File: config.mk
export PLATFORM = sky130hd
export DESIGN_NAME = arya_run_controller_flat
export DESIGN_NICKNAME = d
export VERILOG_FILES = /design/src/rtl/arya_ctrl_pkg.sv /design/src/rtl/arya_run_controller_if.sv /design/src/rtl/arya_run_controller.sv /design/src/flat_wrapper.sv
export SDC_FILE = /design/constraint.sdc
export NUM_CORES = 1
export LEC_CHECK = 0
export CAP_MARGIN = 20
export CORE_MARGIN = 8
export CORE_UTILIZATION = 35
export CTS_BUF_LIST = sky130_fd_sc_hd__clkbuf_4
export CTS_CLUSTER_DIAMETER = 50
export CTS_CLUSTER_SIZE = 40
export DETAILED_ROUTE_END_ITERATION = 8
export GPL_TIMING_DRIVEN = 1
export PLACE_DENSITY = 0.69
export SLEW_MARGIN = 15
export SYNTH_ARGS = -nofsm -noshare
export SYNTH_HDL_FRONTEND = slang
export SYNTH_SLANG_ARGS = --single-unit
File: constraint.sdc
create_clock -name clk -period 1.92 [get_ports clk]
set_input_delay 0.384 -clock clk [delete_from_list [all_inputs] [get_ports clk]]
set_output_delay 0.384 -clock clk [all_outputs]
set_load 0.01 [all_outputs]
File: src/rtl/arya_ctrl_pkg.sv
// Shared encodings and default widths for the arya host-side run controller.
package arya_ctrl_pkg;

    localparam int ADDR_W_DEF = 10;
    localparam int DATA_W_DEF = 64;
    localparam int CYC_W_DEF  = 16;
    localparam int RD_LAT_DEF = 1;

    typedef enum logic [1:0] {
        CMD_NOP  = 2'd0,
        CMD_LOAD = 2'd1,
        CMD_RUN  = 2'd2,
        CMD_DUMP = 2'd3
    } cmd_e;

    typedef enum logic [2:0] {
        ST_IDLE,
        ST_LOAD,
        ST_RUN,
        ST_D_ISSUE,
        ST_D_WAIT,
        ST_D_HOLD,
        ST_FIN
    } state_e;

endpackage

File: src/rtl/arya_run_controller_if.sv
// Host command / write-beat / read-beat channels of the run controller.
interface arya_run_controller_if #(
    parameter int ADDR_W = arya_ctrl_pkg::ADDR_W_DEF,
    parameter int DATA_W = arya_ctrl_pkg::DATA_W_DEF,
    parameter int CYC_W  = arya_ctrl_pkg::CYC_W_DEF
);
    logic [1:0]        host_cmd;
    logic              host_cmd_valid;
    logic              host_cmd_ready;
    logic [ADDR_W-1:0] host_addr;
    logic [ADDR_W-1:0] host_len;
    logic [CYC_W-1:0]  host_cycles;
    logic [DATA_W-1:0] host_wdata;
    logic              host_wvalid;
    logic              host_wready;
    logic [DATA_W-1:0] host_rdata;
    logic              host_rvalid;
    logic              host_rready;

    // Host side drives commands and beats.
    modport master (
        output host_cmd, host_cmd_valid, host_addr, host_len, host_cycles,
               host_wdata, host_wvalid, host_rready,
        input  host_cmd_ready, host_wready, host_rdata, host_rvalid
    );

    // Controller side.
    modport slave (
        input  host_cmd, host_cmd_valid, host_addr, host_len, host_cycles,
               host_wdata, host_wvalid, host_rready,
        output host_cmd_ready, host_wready, host_rdata, host_rvalid
    );
endinterface

File: src/rtl/arya_run_controller.sv
// Host-side sequencer for the arya core: serialises LOAD / RUN / DUMP and keeps
// port A of unified memory owned by either the pipeline or the host, never both.
module arya_run_controller
    import arya_ctrl_pkg::*;
#(
    parameter int ADDR_W = ADDR_W_DEF,
    parameter int DATA_W = DATA_W_DEF,
    parameter int CYC_W  = CYC_W_DEF,
    parameter int RD_LAT = RD_LAT_DEF
) (
    input  logic              clk,
    input  logic              reset,
    arya_run_controller_if.slave host,
    output logic              busy,
    output logic              done,
    output logic              core_en,
    output logic              core_setup_mem,
    output logic              core_verify_mem,
    output logic [ADDR_W-1:0] core_mem_addr,
    output logic [DATA_W-1:0] core_mem_data,
    input  logic [DATA_W-1:0] core_mem_rdata
);

    localparam int CNT_W  = (ADDR_W > CYC_W) ? ADDR_W : CYC_W;
    localparam int WAIT_W = (RD_LAT > 1) ? $clog2(RD_LAT) : 1;

    // FSM and shared datapath
    state_e            state_q, state_d;
    logic [ADDR_W-1:0] ptr_q, ptr_d;
    logic [CNT_W-1:0]  cnt_q, cnt_d;
    logic [WAIT_W-1:0] wait_q, wait_d;

    // Registered outputs
    logic              cmd_ready_q, cmd_ready_d;
    logic              wready_q, wready_d;
    logic [DATA_W-1:0] rdata_q, rdata_d;
    logic              rvalid_q, rvalid_d;
    logic              busy_q, busy_d;
    logic              done_q, done_d;
    logic              en_q, en_d;
    logic              setup_q, setup_d;
    logic              verify_q, verify_d;
    logic [ADDR_W-1:0] addr_q, addr_d;
    logic [DATA_W-1:0] data_q, data_d;

    cmd_e cmd;
    logic cmd_fire, w_fire, r_fire, run_nonzero;

    assign cmd         = cmd_e'(host.host_cmd);
    // ready is only ever high in IDLE, so commands arriving while busy are dropped
    assign cmd_fire    = host.host_cmd_valid & cmd_ready_q;
    assign w_fire      = host.host_wvalid & wready_q;
    assign r_fire      = rvalid_q & host.host_rready;
    assign run_nonzero = (host.host_cycles != '0);

    // State register plus registered outputs, synchronous active-low reset
    always_ff @(posedge clk) begin
        // NOTE: sequential state uses non-blocking assignments so every register
        // samples the pre-edge value of the others, independent of statement order.
        if (!reset) begin
            state_q     <= ST_IDLE;
            ptr_q       <= '0;
            cnt_q       <= '0;
            wait_q      <= '0;
            cmd_ready_q <= 1'b1;
            wready_q    <= 1'b0;
            rdata_q     <= '0;
            rvalid_q    <= 1'b0;
            busy_q      <= 1'b0;
            done_q      <= 1'b0;
            en_q        <= 1'b0;
            setup_q     <= 1'b0;
            verify_q    <= 1'b0;
            addr_q      <= '0;
            data_q      <= '0;
        end else begin
            state_q     <= state_d;
            ptr_q       <= ptr_d;
            cnt_q       <= cnt_d;
            wait_q      <= wait_d;
            cmd_ready_q <= cmd_ready_d;
            wready_q    <= wready_d;
            rdata_q     <= rdata_d;
            rvalid_q    <= rvalid_d;
            busy_q      <= busy_d;
            done_q      <= done_d;
            en_q        <= en_d;
            setup_q     <= setup_d;
            verify_q    <= verify_d;
            addr_q      <= addr_d;
            data_q      <= data_d;
        end
    end

    // Next-state and pointer/counter update
    always_comb begin
        // NOTE: every variable gets a default before the case so no path leaves
        // it unassigned, which would otherwise infer a latch.
        state_d = state_q;
        ptr_d   = ptr_q;
        cnt_d   = cnt_q;
        wait_d  = wait_q;
        unique case (state_q)
            ST_IDLE: begin
                if (cmd_fire) begin
                    unique case (cmd)
                        CMD_LOAD, CMD_DUMP: begin
                            ptr_d = host.host_addr;
                            cnt_d = CNT_W'(host.host_len);
                            if (host.host_len == '0)   state_d = ST_FIN;
                            else if (cmd == CMD_LOAD)  state_d = ST_LOAD;
                            else                       state_d = ST_D_ISSUE;
                        end
                        CMD_RUN: begin
                            // cnt holds the enable cycles still owed after the one being issued
                            if (!run_nonzero) begin
                                state_d = ST_FIN;
                            end else begin
                                cnt_d   = CNT_W'(host.host_cycles) - CNT_W'(1);
                                state_d = (host.host_cycles == CYC_W'(1)) ? ST_FIN : ST_RUN;
                            end
                        end
                        default: ;
                    endcase
                end
            end
            ST_LOAD: begin
                if (w_fire) begin
                    ptr_d = ptr_q + ADDR_W'(1);
                    cnt_d = cnt_q - CNT_W'(1);
                    if (cnt_q == CNT_W'(1)) state_d = ST_FIN;
                end
            end
            ST_RUN: begin
                cnt_d = cnt_q - CNT_W'(1);
                if (cnt_q == CNT_W'(1)) state_d = ST_FIN;
            end
            ST_D_ISSUE: begin
                state_d = ST_D_WAIT;
                wait_d  = WAIT_W'(RD_LAT - 1);
            end
            ST_D_WAIT: begin
                if (wait_q == '0) state_d = ST_D_HOLD;
                else              wait_d  = wait_q - WAIT_W'(1);
            end
            ST_D_HOLD: begin
                if (r_fire) begin
                    ptr_d   = ptr_q + ADDR_W'(1);
                    cnt_d   = cnt_q - CNT_W'(1);
                    state_d = (cnt_q == CNT_W'(1)) ? ST_FIN : ST_D_ISSUE;
                end
            end
            ST_FIN:  state_d = ST_IDLE;
            default: state_d = ST_IDLE;
        endcase
    end

    // Next values of the registered outputs
    always_comb begin
        cmd_ready_d = (state_d == ST_IDLE);
        busy_d      = (state_d != ST_IDLE);
        wready_d    = (state_d == ST_LOAD);
        done_d      = (state_q == ST_FIN);
        en_d        = 1'b0;
        setup_d     = 1'b0;
        verify_d    = 1'b0;
        addr_d      = addr_q;
        data_d      = data_q;
        rdata_d     = rdata_q;
        rvalid_d    = rvalid_q;
        unique case (state_q)
            ST_IDLE:  en_d = cmd_fire && (cmd == CMD_RUN) && run_nonzero;
            ST_RUN:   en_d = 1'b1;
            ST_LOAD: begin
                if (w_fire) begin
                    setup_d = 1'b1;
                    addr_d  = ptr_q;
                    data_d  = host.host_wdata;
                end
            end
            ST_D_WAIT: begin
                if (wait_q == '0) begin
                    rdata_d  = core_mem_rdata;
                    rvalid_d = 1'b1;
                end
            end
            ST_D_HOLD: if (r_fire) rvalid_d = 1'b0;
            default: ;
        endcase
        // Host owns port A from the issue cycle until read data is captured
        if (state_d == ST_D_ISSUE || state_d == ST_D_WAIT) begin
            verify_d = 1'b1;
            addr_d   = ptr_d;
        end
    end

    assign host.host_cmd_ready = cmd_ready_q;
    assign host.host_wready    = wready_q;
    assign host.host_rdata     = rdata_q;
    assign host.host_rvalid    = rvalid_q;
    assign busy                = busy_q;
    assign done                = done_q;
    assign core_en             = en_q;
    assign core_setup_mem      = setup_q;
    assign core_verify_mem     = verify_q;
    assign core_mem_addr       = addr_q;
    assign core_mem_data       = data_q;

endmodule

File: src/flat_wrapper.sv
// flat-port wrapper written by rule: the top's interface ports become plain ports
module arya_run_controller_flat import arya_ctrl_pkg::*;
#(
    parameter int ADDR_W = ADDR_W_DEF,
    parameter int DATA_W = DATA_W_DEF,
    parameter int CYC_W  = CYC_W_DEF,
    parameter int RD_LAT = RD_LAT_DEF
)
  (clk, reset, busy, done, core_en, core_setup_mem, core_verify_mem, core_mem_addr, core_mem_data, core_mem_rdata, host_host_cmd, host_host_cmd_valid, host_host_addr, host_host_len, host_host_cycles, host_host_wdata, host_host_wvalid, host_host_rready, host_host_cmd_ready, host_host_wready, host_host_rdata, host_host_rvalid);
  arya_run_controller_if #(.ADDR_W(ADDR_W), .DATA_W(DATA_W), .CYC_W(CYC_W)) host_i ();
  input  logic clk;
  input  logic reset;
  output logic busy;
  output logic done;
  output logic core_en;
  output logic core_setup_mem;
  output logic core_verify_mem;
  output logic [ADDR_W-1:0] core_mem_addr;
  output logic [DATA_W-1:0] core_mem_data;
  input  logic [DATA_W-1:0] core_mem_rdata;
  input wire logic [$bits(host_i.host_cmd)-1:0] host_host_cmd;
  input wire logic [$bits(host_i.host_cmd_valid)-1:0] host_host_cmd_valid;
  input wire logic [$bits(host_i.host_addr)-1:0] host_host_addr;
  input wire logic [$bits(host_i.host_len)-1:0] host_host_len;
  input wire logic [$bits(host_i.host_cycles)-1:0] host_host_cycles;
  input wire logic [$bits(host_i.host_wdata)-1:0] host_host_wdata;
  input wire logic [$bits(host_i.host_wvalid)-1:0] host_host_wvalid;
  input wire logic [$bits(host_i.host_rready)-1:0] host_host_rready;
  output wire logic [$bits(host_i.host_cmd_ready)-1:0] host_host_cmd_ready;
  output wire logic [$bits(host_i.host_wready)-1:0] host_host_wready;
  output wire logic [$bits(host_i.host_rdata)-1:0] host_host_rdata;
  output wire logic [$bits(host_i.host_rvalid)-1:0] host_host_rvalid;
  assign host_i.host_cmd = host_host_cmd;
  assign host_i.host_cmd_valid = host_host_cmd_valid;
  assign host_i.host_addr = host_host_addr;
  assign host_i.host_len = host_host_len;
  assign host_i.host_cycles = host_host_cycles;
  assign host_i.host_wdata = host_host_wdata;
  assign host_i.host_wvalid = host_host_wvalid;
  assign host_i.host_rready = host_host_rready;
  assign host_host_cmd_ready = host_i.host_cmd_ready;
  assign host_host_wready = host_i.host_wready;
  assign host_host_rdata = host_i.host_rdata;
  assign host_host_rvalid = host_i.host_rvalid;
  arya_run_controller #(.ADDR_W(ADDR_W), .DATA_W(DATA_W), .CYC_W(CYC_W), .RD_LAT(RD_LAT)) u_core (.clk(clk), .reset(reset), .host(host_i), .busy(busy), .done(done), .core_en(core_en), .core_setup_mem(core_setup_mem), .core_verify_mem(core_verify_mem), .core_mem_addr(core_mem_addr), .core_mem_data(core_mem_data), .core_mem_rdata(core_mem_rdata));
endmodule
==> key figures, run 1 <==
Worst setup path
  – Critical path data arrival time: 2.45 ns
  – Data required, critical path: 2.36 ns
  – Critical path class: reg2reg
  – Largest fanout on the critical path: 11
  – Worst Setup Start Kind: flop
  – Endpoint kind of the worst setup timing path: flop

Detailed routing
  – Vias per cell: 4.95
  – Via count: 8186
  – WL per Instance: 16.6 um
  – Drc violations: 0
  – Number of optimization iterations in the first detailed-route pass: 5
  – Initial detailed-routing violation count: 451
  – Final routed wirelength across all metal layers: 27400 um
  – Number of nets with antenna violations after detailed routing: 0

Finish
  – Filler cells: 1928
  – Number of cells in the finished layout apart from fillers: 1653
  – Fraction of final layout cells sized beyond drive strength 1: 15.7%
  – Sequential cell area: 3520 um2
  – Growth of design area from synthesis to finish: 64.0%
  – Number of nets in the final layout: 1542
  – Post-Route Utilization: 58.6%
  – Total area of multi-input combinational cells: 3830 um2

Floorplan
  – Number of I/O pins: 317
  – Die ar.: 26500 um2
  – Height of the die: 163 um
  – Core Region: 21100 um2
  – Initial core utilization: 35.8%
  – Chip width: 163 um
  – Site Rows: 53

Synth
  – Most common cell in the netlist: nand2_1
  – Portion of netlist area occupied by mux cells: 2.01%
  – Yosys Warn Count: 0
  – Post-synth design cell area: 7540 um2
  – Sequential element share of the synthesized area: 46.5%
  – Complex-gate fraction of the synthesized area: 18.9%
  – Post-synth EDFFs: 0
  – Number of distinct library cells after synthesis: 68
  – Cell count after synthesis: 974
  – Net count after synthesis: 1151
  – Mean instance size in the synthesized netlist: 7.74 um2
  – Adder-cell share of the synthesized area: 0.996%
  – Leading cell types by total area after synthesis: dfxtp_1, nand2_1, a21oi_1
  – Xor and xnor fraction of the mapped netlist area: 1.28%
  – Most frequent cells after synthesis: nand2_1, a21oi_1, dfxtp_1
  – Yosys reg bits: 175
  – Primary flip-flop cell chosen by synthesis mapping: dfxtp_1
  – Proportion of netlist area held by the largest area contributor: 46.5%
  – Biggest area consumer among synthesized cells: dfxtp_1
  – Largest family of logic cells by synthesized area: simple AND/OR/NAND/NOR gates
  – Simple logic cell fraction of the synthesized area: 25.8%
  – Fraction of synthesis flops using an asynchronous set or reset pin: 0%

GRT
  – GRT Residual Overflow: 0
  – Via count of the first global-routing pass: 8091
  – Global-route wire length before repair: 42200 um
  – Initial antenna violation count: 1
  – Largest net degree at the start of global routing: 97
  – Combined global-route utilization of all metal layers: 19.6%

Status
  – Outcome: finished with violations
  – Violated checks: setup timing

Clock tree
  – TritonCTS clock tree: yes
  – Clock sink count: 175
  – Inserted Clock Buffers: 17
  – Clock latency on the worst-skew pair: 0.57 ns
  – Clock root cell: clkbuf_4
  – Clock slew at reported path FFs: 0.15 ns
  – Buffer depth of the longest clock path: 2
  – Hold-fix buffers at CTS: 0
  – Depth of the CTS H-tree: 4

STA
  – WHS: 0.298 ns
  – Final setup TNS: -0.545 ns
  – Final setup violation count: 9
  – Max-slew violation count: 0
  – RSZ-0062 raised after global routing: yes
  – Normalized max-slew margin: 69.2%
  – Pin slew with the least headroom to its limit: 0.462 ns
  – Final clock period utilization by the worst path: 104%
  – Final hold violation count: 0
  – Time the worst path needs with I/O delays and setup: 2.01 ns
  – Final worst-path setup slack: -0.0851 ns
  – Maximum frequency from static timing analysis: 499 MHz
  – Clock Skews: 0.0315 ns

Min path
  – Hold Path Class: in2reg

Placement
  – Total half-perimeter wirelength after legalization and detailed placement: 20300 um
  – # port buffers: 316
  – Instance count after placement with tap cells included: 1617
  – Final Wtd Congestion: 0.864

Power
  – Power Total: 11.2 mW
  – Peak VDD IR: 0.531 mV
  – P per Cell Area: 909 nW/um2
  – Leak Pwr: 5.90 nW

Job
  – Number of maximum-capacitance constraint violations: 0
## cell usage in the layout, fill, tap and decap left out, drive strengths merged, types with 3 or more instances in the layout
cell type / Yosys / layout
clkinv: 1 / 3
bufinv: 0 / 3
a211oi: 5 / 5
mux2: 9 / 9
xnor2: 10 / 10
dfxtp: 175 / 175
nor4: 11 / 11
nor2b: 6 / 6
inv: 11 / 18
o21ai: 33 / 33
nand2: 312 / 312
ha: 6 / 6
dlymetal6s2s: 0 / 65
nand4: 4 / 4
a31oi: 7 / 7
clkbuf: 39 / 17
nand2b: 3 / 3
buf: 26 / 121
nor3: 21 / 21
nand3: 11 / 11
or4: 5 / 5
o21a: 3 / 3
nor2: 42 / 42
nor4b: 3 / 3
and2: 5 / 5
o31a: 4 / 4
o211ai: 4 / 4
and3: 3 / 3
dlygate4sd2: 0 / 76
clkdlybuf4s50: 0 / 175
a21oi: 179 / 179
## layout make-up
type	count	share of cell area, %
Tap cell	275	2.78
Antenna cell	1	0.0202
Clock inverter	14	1.44
Multi-Input combinational cell	722	31.0
Sequential cell	175	28.4
Clock buffer	17	1.03
Inverter	12	0.384
Timing Repair Buffer	437	34.9
## repair_timing
| item | in CTS | in global routing |
|---|---|---|
| setup endpoints to repair | 89 | 118 |
| buffers inserted | 1 | 3 |
| resized for setup | 86 | 98 |
| endpoints found under the hold margin | 0 | 0 |
| pin swaps | 2 | 12 |
## flip-flops by register name (all words and copies together), names as in the netlist
name and count:
u_core.core_mem_data 64, u_core.host.host_rdata 64, u_core.cnt_q 16, u_core.core_mem_addr 10
u_core.ptr_q 10, u_core.state_q 3, u_core.busy 1, u_core.core_en 1
u_core.core_setup_mem 1, u_core.core_verify_mem 1, u_core.done 1, u_core.host.host_cmd_ready 1
u_core.host.host_rvalid 1, u_core.host.host_wready 1
## cells by family after synthesis
kind of cell               after synthesis
xor gates and xnor gates                11
AOI/OAI and AO/OA                      256
muxes                                   11
and+or+nand+nor                        438
buffers and inverters                   77
DFF                                    175
adders and majority gates                6
## metrics by stage
stage | instance area [um2] | worst slack, ns
floorplan | 7550 | -0.0361
global placement | 11800 | -0.517
detailed placement | 11800 | -0.561
CTS | 12100 | -0.0740
global route | 12400 | -0.160
finish | 12400 | -0.0851
## power by group
| part | internal (mW) | switching (mW) | leakage [nW] |
|---|---|---|---|
| combinational | 2.35 | 2.30 | 4.32 |
| sequential | 3.99 | 0.293 | 1.42 |
| clock | 0.922 | 1.38 | 0.159 |
| total | 7.26 | 3.97 | 5.90 |
## critical path: stages, from the launching register on
cell and delay, ns:
dfxtp_2 0.36, nor4_4 0.35, buf_4 0.18, nand4_1 0.13, a2bb2oi_2 0.17, and2_4 0.16
o22ai_2 0.09, buf_12 0.16, mux2_4 0.29
## final timing paths
check,startpoint,endpoint,slack [ns],cells past startpoint
max reg2reg,u_core.cnt_q[11]$_SDFFE_PN0P_,u_core.core_mem_addr[6]$_SDFFE_PN0P_,-0.09,8
min,host_host_cycles[3],u_core.state_q[2]$_SDFF_PN0_,0.30,5
min reg2reg,u_core.core_mem_data[36]$_SDFFE_PN0P_,u_core.core_mem_data[36]$_SDFFE_PN0P_,0.46,2
max,u_core.cnt_q[11]$_SDFFE_PN0P_,u_core.core_mem_addr[6]$_SDFFE_PN0P_,-0.09,8
## per-layer routing
metal	GRT usage (%)	share of wire, %
met1	21.8	39
met2	34.0	49
met3	7.41	8.6
met4	6.55	2.4
met5	0	0
(Power assumes the default switching activity.)
==> inputs of run 2 (changes only) <==
--- a/config.mk
+++ b/config.mk
@@ -6,14 +6,16 @@
 export NUM_CORES = 1
 export LEC_CHECK = 0
 export CAP_MARGIN = 20
+export CORE_ASPECT_RATIO = 1.75
 export CORE_MARGIN = 8
 export CORE_UTILIZATION = 35
 export CTS_BUF_LIST = sky130_fd_sc_hd__clkbuf_4
 export CTS_CLUSTER_DIAMETER = 50
-export CTS_CLUSTER_SIZE = 40
+export CTS_CLUSTER_SIZE = 14
 export DETAILED_ROUTE_END_ITERATION = 8
+export DONT_BUFFER_PORTS = 1
 export GPL_TIMING_DRIVEN = 1
-export PLACE_DENSITY = 0.69
+export PLACE_DENSITY = 0.5
 export SLEW_MARGIN = 15
 export SYNTH_ARGS = -nofsm -noshare
 export SYNTH_HDL_FRONTEND = slang
==> run 2 against run 1 <==
  * The flow still finishes with violations (setup timing)
  * Sequential power is 3% higher
  * Clock power is 6% lower
  * Cell area is 19% lower
  * Combinational power is 13% lower
  * Total power is 5.3% lower
  * Sequential share of layout area is 6.5 points higher
  * Flip-flop and latch count stayed put
  * Core utilization is 11 points lower
==> key figures, run 2 (synthesis results as in run 1) <==
Detailed routing
  – Initial detailed-routing violation count: 342
  – Final routed wirelength across all metal layers: 26600 um
  – Number of optimization iterations in the first detailed-route pass: 5
  – WL per Instance: 18.8 um
  – Vias per cell: 5.18
  – Number of nets with antenna violations after detailed routing: 0
  – Via count: 7341
  – Drc violations: 0

Worst setup path
  – Critical register-to-register path startpoint: u_core.cnt_q[11]$_SDFFE_PN0P_
  – Critical Path Start: u_core.cnt_q[11]$_SDFFE_PN0P_
  – R2r endpoint: u_core.core_mem_addr[9]$_SDFFE_PN0P_
  – Family with the most delay on the worst path: simple AND/OR/NAND/NOR gates
  – Worst setup slack for register-to-register paths: -0.09 ns
  – Endpoint kind of the worst setup timing path: flop
  – Worst r2r path cells: 7
  – Crit path largest cell delay: 0.38 ns
  – Critical path data arrival time: 2.47 ns
  – Ordered list of cells on the worst path: nor4_4 -> nand4b_2 -> o311ai_4 -> nor2_2 -> o22ai_2 -> buf_12 -> mux2_4
  – Cell at the slowest stage of the critical path: dfxtp_2
  – Worst Setup Start Kind: flop
  – Largest fanout on the critical path: 11
  – CP Capture Point: u_core.core_mem_addr[9]$_SDFFE_PN0P_
  – WP depth: 7
  – Critical path class: reg2reg
  – Number of buffers and inverters on the critical path: 1
  – Data required, critical path: 2.38 ns

Power
  – Power Total: 10.6 mW
  – P per Cell Area: 1060 nW/um2
  – Peak VDD IR: 0.486 mV
  – Leak Pwr: 3.56 nW

GRT
  – Largest net degree at the start of global routing: 74
  – Met3 track utilization from global routing: 7.44%
  – Combined global-route utilization of all metal layers: 19.3%
  – Met1 Resource Use GR: 18.9%
  – Via count of the first global-routing pass: 7274
  – Global-route wire length before repair: 40600 um
  – Met2 usage in global routing: 35.3%
  – Global routing's busiest layer: met2
  – Initial antenna violation count: 1
  – GRT Residual Overflow: 0

Floorplan
  – Height of the die: 210 um
  – Initial core utilization: 35.4%
  – Chip width: 127 um
  – Core Region: 21300 um2
  – Number of I/O pins: 317
  – Die ar.: 26700 um2
  – Site Rows: 71

Clock tree
  – Buffer depth of the longest clock path: 2
  – Clock slew at reported path FFs: 0.16 ns
  – Depth of the CTS H-tree: 4
  – Clock sink count: 175
  – TritonCTS clock tree: yes
  – Inserted Clock Buffers: 17
  – Clock root cell: clkbuf_4
  – Clock latency on the worst-skew pair: 0.58 ns

Placement
  – Cell area reported after detailed placement: 8320 um2
  – Placement-stage worst setup slack: -0.209 ns
  – Total half-perimeter wirelength after legalization and detailed placement: 19400 um
  – # port buffers: 0
  – Final Wtd Congestion: 0.879

STA
  – Normalized max-slew margin: 70.0%
  – Final worst-path setup slack: -0.0899 ns
  – Max-slew violation count: 0
  – Clock Skews: 0.0257 ns
  – Final clock period utilization by the worst path: 105%
  – Pin slew with the least headroom to its limit: 0.449 ns
  – Final setup violation count: 10
  – Final setup TNS: -0.676 ns
  – Final hold violation count: 0
  – Maximum frequency from static timing analysis: 498 MHz
  – RSZ-0062 raised after global routing: yes
  – Time the worst path needs with I/O delays and setup: 2.01 ns

Status
  – Outcome: finished with violations
  – Violated checks: setup timing

Finish
  – Fraction of final layout cells sized beyond drive strength 1: 13.8%
  – Most common cell after layout, fill and taps aside: nand2_1
  – Number of nets in the final layout: 1326
  – Layout Cell Area excl Fill: 10100 um2
  – Top library cells by usage in the layout, fill and taps aside: nand2_1, a21oi_1, dfxtp_1
  – Growth of design area from synthesis to finish: 33.4%

Min path
  – Hold Path Class: in2reg
  – Hold Path Origin: host_host_cycles[15]

Job
  – Number of maximum-capacitance constraint violations: 0
==> run 2: changes by cell type in the layout (fill, tap and decap cells not counted), sizes merged <==
| cell | change |
|---|---|
| buf | -38 |
| bufinv | -1 |
| clkdlybuf4s50 | -175 |
| clkinv | +2 |
| clkinvlp | -2 |
| dlygate4sd2 | -76 |
| dlygate4sd3 | +138 |
| dlymetal6s2s | -65 |
==> run 2: how the worst min path moves through the flow <==
stage / end / slack (ns) / cells past startpoint
2_1_floorplan: u_core.cnt_q[1]$_SDFFE_PN0P_ / 0.46 / 2
3_3_place_gp: u_core.cnt_q[10]$_SDFFE_PN0P_ / 0.49 / 2
3_5_place_dp: u_core.cnt_q[10]$_SDFFE_PN0P_ / 0.49 / 2
4_1_cts: u_core.ptr_q[4]$_SDFF_PN0_ / 0.0003 / 2
5_1_grt: u_core.state_q[2]$_SDFF_PN0_ / 0.003 / 3
6_report: u_core.state_q[2]$_SDFF_PN0_ / 0.08 / 3
==> run 2: layout make-up <==
cell class,instances,area (um2)
fillers,2082,11300
diodes,1,2.50
clock inverters,13,155
inverters,12,47.5
multi-input cells,722,3760
flip-flops and latches,175,3510
clock buffers,17,128
repair buffers,221,2130
well taps,255,319
==> run 2: where the power goes <==
part / internal (mW) / total (mW) / switching, mW
Combinational: 1.97 / 4.06 / 2.09
Clock: 0.793 / 2.17 / 1.38
Sequential: 3.99 / 4.41 / 0.425
==> run 2: routing by layer <==
metal | share of wire [%] | wire (um)
met5 | 0 | 0
met4 | 3.1 | 812
met3 | 8.6 | 2280
met2 | 53 | 14200
met1 | 35 | 9310
==> run 2: per-stage QoR <==
stage / instances / hold slack (ns) / util (%)
after global placement: 1245 / 0.485 / 39.0
after floorplan: 974 / 0.462 / -
after global routing: 1416 / 0.00322 / 47.2
after CTS: 1415 / 0.000305 / 47.0
after detailed placement: 1245 / 0.491 / 39.0
final: 1416 / 0.0766 / 47.2
==> run 2: repair_timing <==
| action | 4_1_cts | 5_1_grt |
|---|---|---|
| gates resized for setup | 5 | 12 |
| buffers inserted | 2 | 0 |
| pin swaps | 0 | 1 |
| endpoints found under the hold margin | 141 | 0 |
| setup endpoints to repair | 10 | 24 |
| hold buffers | 138 | 0 |
==> run 2: worst min-delay path, cell delays in order <==
cell and delay (ns):
nor2_1 0.02, o2111ai_1 0.13, a21oi_1 0.09
==> inputs of run 3 (changes only) <==
--- a/config.mk
+++ b/config.mk
@@ -16,7 +16,7 @@
 export DONT_BUFFER_PORTS = 1
 export GPL_TIMING_DRIVEN = 1
 export PLACE_DENSITY = 0.5
-export SLEW_MARGIN = 15
 export SYNTH_ARGS = -nofsm -noshare
 export SYNTH_HDL_FRONTEND = slang
 export SYNTH_SLANG_ARGS = --single-unit
+export TNS_END_PERCENT = 50
==> run 3 against run 2 <==
  * The flow still finishes with violations (setup timing)
  * Via count up 1.6%
  * Global-route usage grew 0.13 points
  * Cell area up 0.77%
  * Count of clock-buffer cells in the layout up 2
  * Combinational power barely moved
  * Worst hold slack lost 0.0061 ns
  * Sequential share of layout area fell by 0.24 points
  * Maximum frequency up 2.3%
  * Highest routed layer unchanged
==> key figures, run 3 (synthesis results as in run 1) <==
GRT
  – Met1 Resource Use GR: 19.5%
  – Largest net degree at the start of global routing: 66
  – Global-route wire length before repair: 41200 um
  – Via count of the first global-routing pass: 7557
  – Global routing's busiest layer: met2
  – GRT Residual Overflow: 0
  – Combined global-route utilization of all metal layers: 19.5%
  – Met3 track utilization from global routing: 6.88%
  – Met2 usage in global routing: 35.5%
  – Initial antenna violation count: 1

Floorplan
  – Initial core utilization: 35.4%
  – Die ar.: 26700 um2
  – Number of I/O pins: 317
  – Height of the die: 210 um
  – Site Rows: 71
  – Core Region: 21300 um2
  – Chip width: 127 um

Finish
  – Filler cells: 2082
  – Number of nets in the final layout: 1337
  – Top library cells by usage in the layout, fill and taps aside: nand2_1, a21oi_1, dfxtp_1
  – Fraction of final layout cells sized beyond drive strength 1: 14.3%
  – Growth of design area from synthesis to finish: 34.4%
  – Layout Cell Area excl Fill: 10100 um2
  – Most common cell after layout, fill and taps aside: nand2_1

Worst setup path
  – Critical path data arrival time: 2.45 ns
  – Worst Setup Start Kind: flop
  – Data required, critical path: 2.40 ns
  – Largest fanout on the critical path: 8
  – Endpoint kind of the worst setup timing path: flop
  – Critical path class: reg2reg

STA
  – RSZ-0062 raised after global routing: yes
  – Normalized max-slew margin: 70.2%
  – Time the worst path needs with I/O delays and setup: 1.96 ns
  – Final hold violation count: 0
  – Final worst-path setup slack: -0.0441 ns
  – Maximum frequency from static timing analysis: 509 MHz
  – Pin slew with the least headroom to its limit: 0.447 ns
  – Clock Skews: 0.0257 ns
  – WHS: 0.0705 ns
  – Max-slew violation count: 0
  – Final setup violation count: 8
  – Final clock period utilization by the worst path: 102%

Clock tree
  – Clock latency on the worst-skew pair: 0.59 ns
  – Clock root cell: clkbuf_4
  – Depth of the CTS H-tree: 4
  – Buffer depth of the longest clock path: 2
  – Clock slew at reported path FFs: 0.15 ns
  – Inserted Clock Buffers: 17
  – Clock sink count: 175
  – TritonCTS clock tree: yes

Placement
  – Placement-stage worst setup slack: -0.225 ns
  – Total half-perimeter wirelength after legalization and detailed placement: 19200 um
  – Final Wtd Congestion: 0.807
  – # port buffers: 0
  – Cell area reported after detailed placement: 8360 um2

Power
  – Peak VDD IR: 0.567 mV
  – P per Cell Area: 1030 nW/um2
  – Leak Pwr: 3.57 nW

Detailed routing
  – Number of optimization iterations in the first detailed-route pass: 5
  – Vias per cell: 5.22
  – Drc violations: 0
  – Final routed wirelength across all metal layers: 26800 um
  – Number of nets with antenna violations after detailed routing: 0
  – Via count: 7462
  – WL per Instance: 18.8 um
  – Initial detailed-routing violation count: 404

Status
  – Outcome: finished with violations
  – Violated checks: setup timing

Job
  – Number of maximum-capacitance constraint violations: 0

Min path
  – Hold Path Class: in2reg
==> run 3: path summary, 6_finish.rpt <==
path	start	to	slack (ns)	depth (start not counted)
worst min register to register	u_core.cnt_q[15]$_SDFFE_PN0P_	u_core.cnt_q[15]$_SDFFE_PN0P_	0.51	2
worst max register to register	u_core.cnt_q[3]$_SDFFE_PN0P_	u_core.core_mem_addr[6]$_SDFFE_PN0P_	-0.04	7
worst min-delay path	host_host_addr[4]	u_core.ptr_q[4]$_SDFF_PN0_	0.07	2
worst max-delay path	u_core.cnt_q[3]$_SDFFE_PN0P_	u_core.core_mem_addr[6]$_SDFFE_PN0P_	-0.04	7
==> run 3: metrics by stage <==
stage / std cells / util, % / setup TNS (ns) / power (mW)
floorplan: 974 / - / -0.224 / 6.48
global placement: 1249 / 39.2 / -2.35 / 8.12
detailed placement: 1249 / 39.2 / -2.61 / 8.11
CTS: 1422 / 47.1 / -0.320 / 10.4
global route: 1429 / 47.5 / -1.26 / 11.1
finish: 1429 / 47.5 / -0.278 / 10.5
==> run 3: metal layers <==
layer | up-vias | wire [um]
met5 | - | 0
met4 | 0 | 715
met3 | 48 | 2290
met2 | 283 | 14400
met1 | 3458 | 9430
li1 | 3673 | -
==> run 3: worst max-delay path: stages, from the launching register on <==
cell and delay (ns):
dfxtp_2 0.36, nor4_4 0.34, nand2_1 0.14, o311ai_2 0.29, nor2_2 0.09, o22ai_4 0.16, buf_12 0.17, mux2_4 0.30
==> run 3: layout make-up <==
cell class                 count  area [um2]  area share (%)
sequential                   175        3520            34.7
tap                          255         319            3.15
clock buffer                  19         143            1.41
clock inverter                13         103            1.01
timing repair buffer         232        2230            22.0
inverter                      12        47.5           0.469
multi-input combinational    722        3770            37.2
antenna                        1        2.50          0.0247
==> run 3: power breakdown <==
part	switching [mW]	leakage [nW]	total, mW	internal (mW)
clock network	1.39	0.134	1.96	0.570
logic	2.08	2.02	4.09	2.01
registers	0.406	1.42	4.40	3.99
==> run 3: what timing repair did <==
action	4_1_cts	5_1_grt
endpoints found under the hold margin	143	0
resized for setup	7	13
cloned	0	0
setup buffers	1	6
pin swaps	1	5
hold buffers	140	0
setup endpoints to repair	10	26
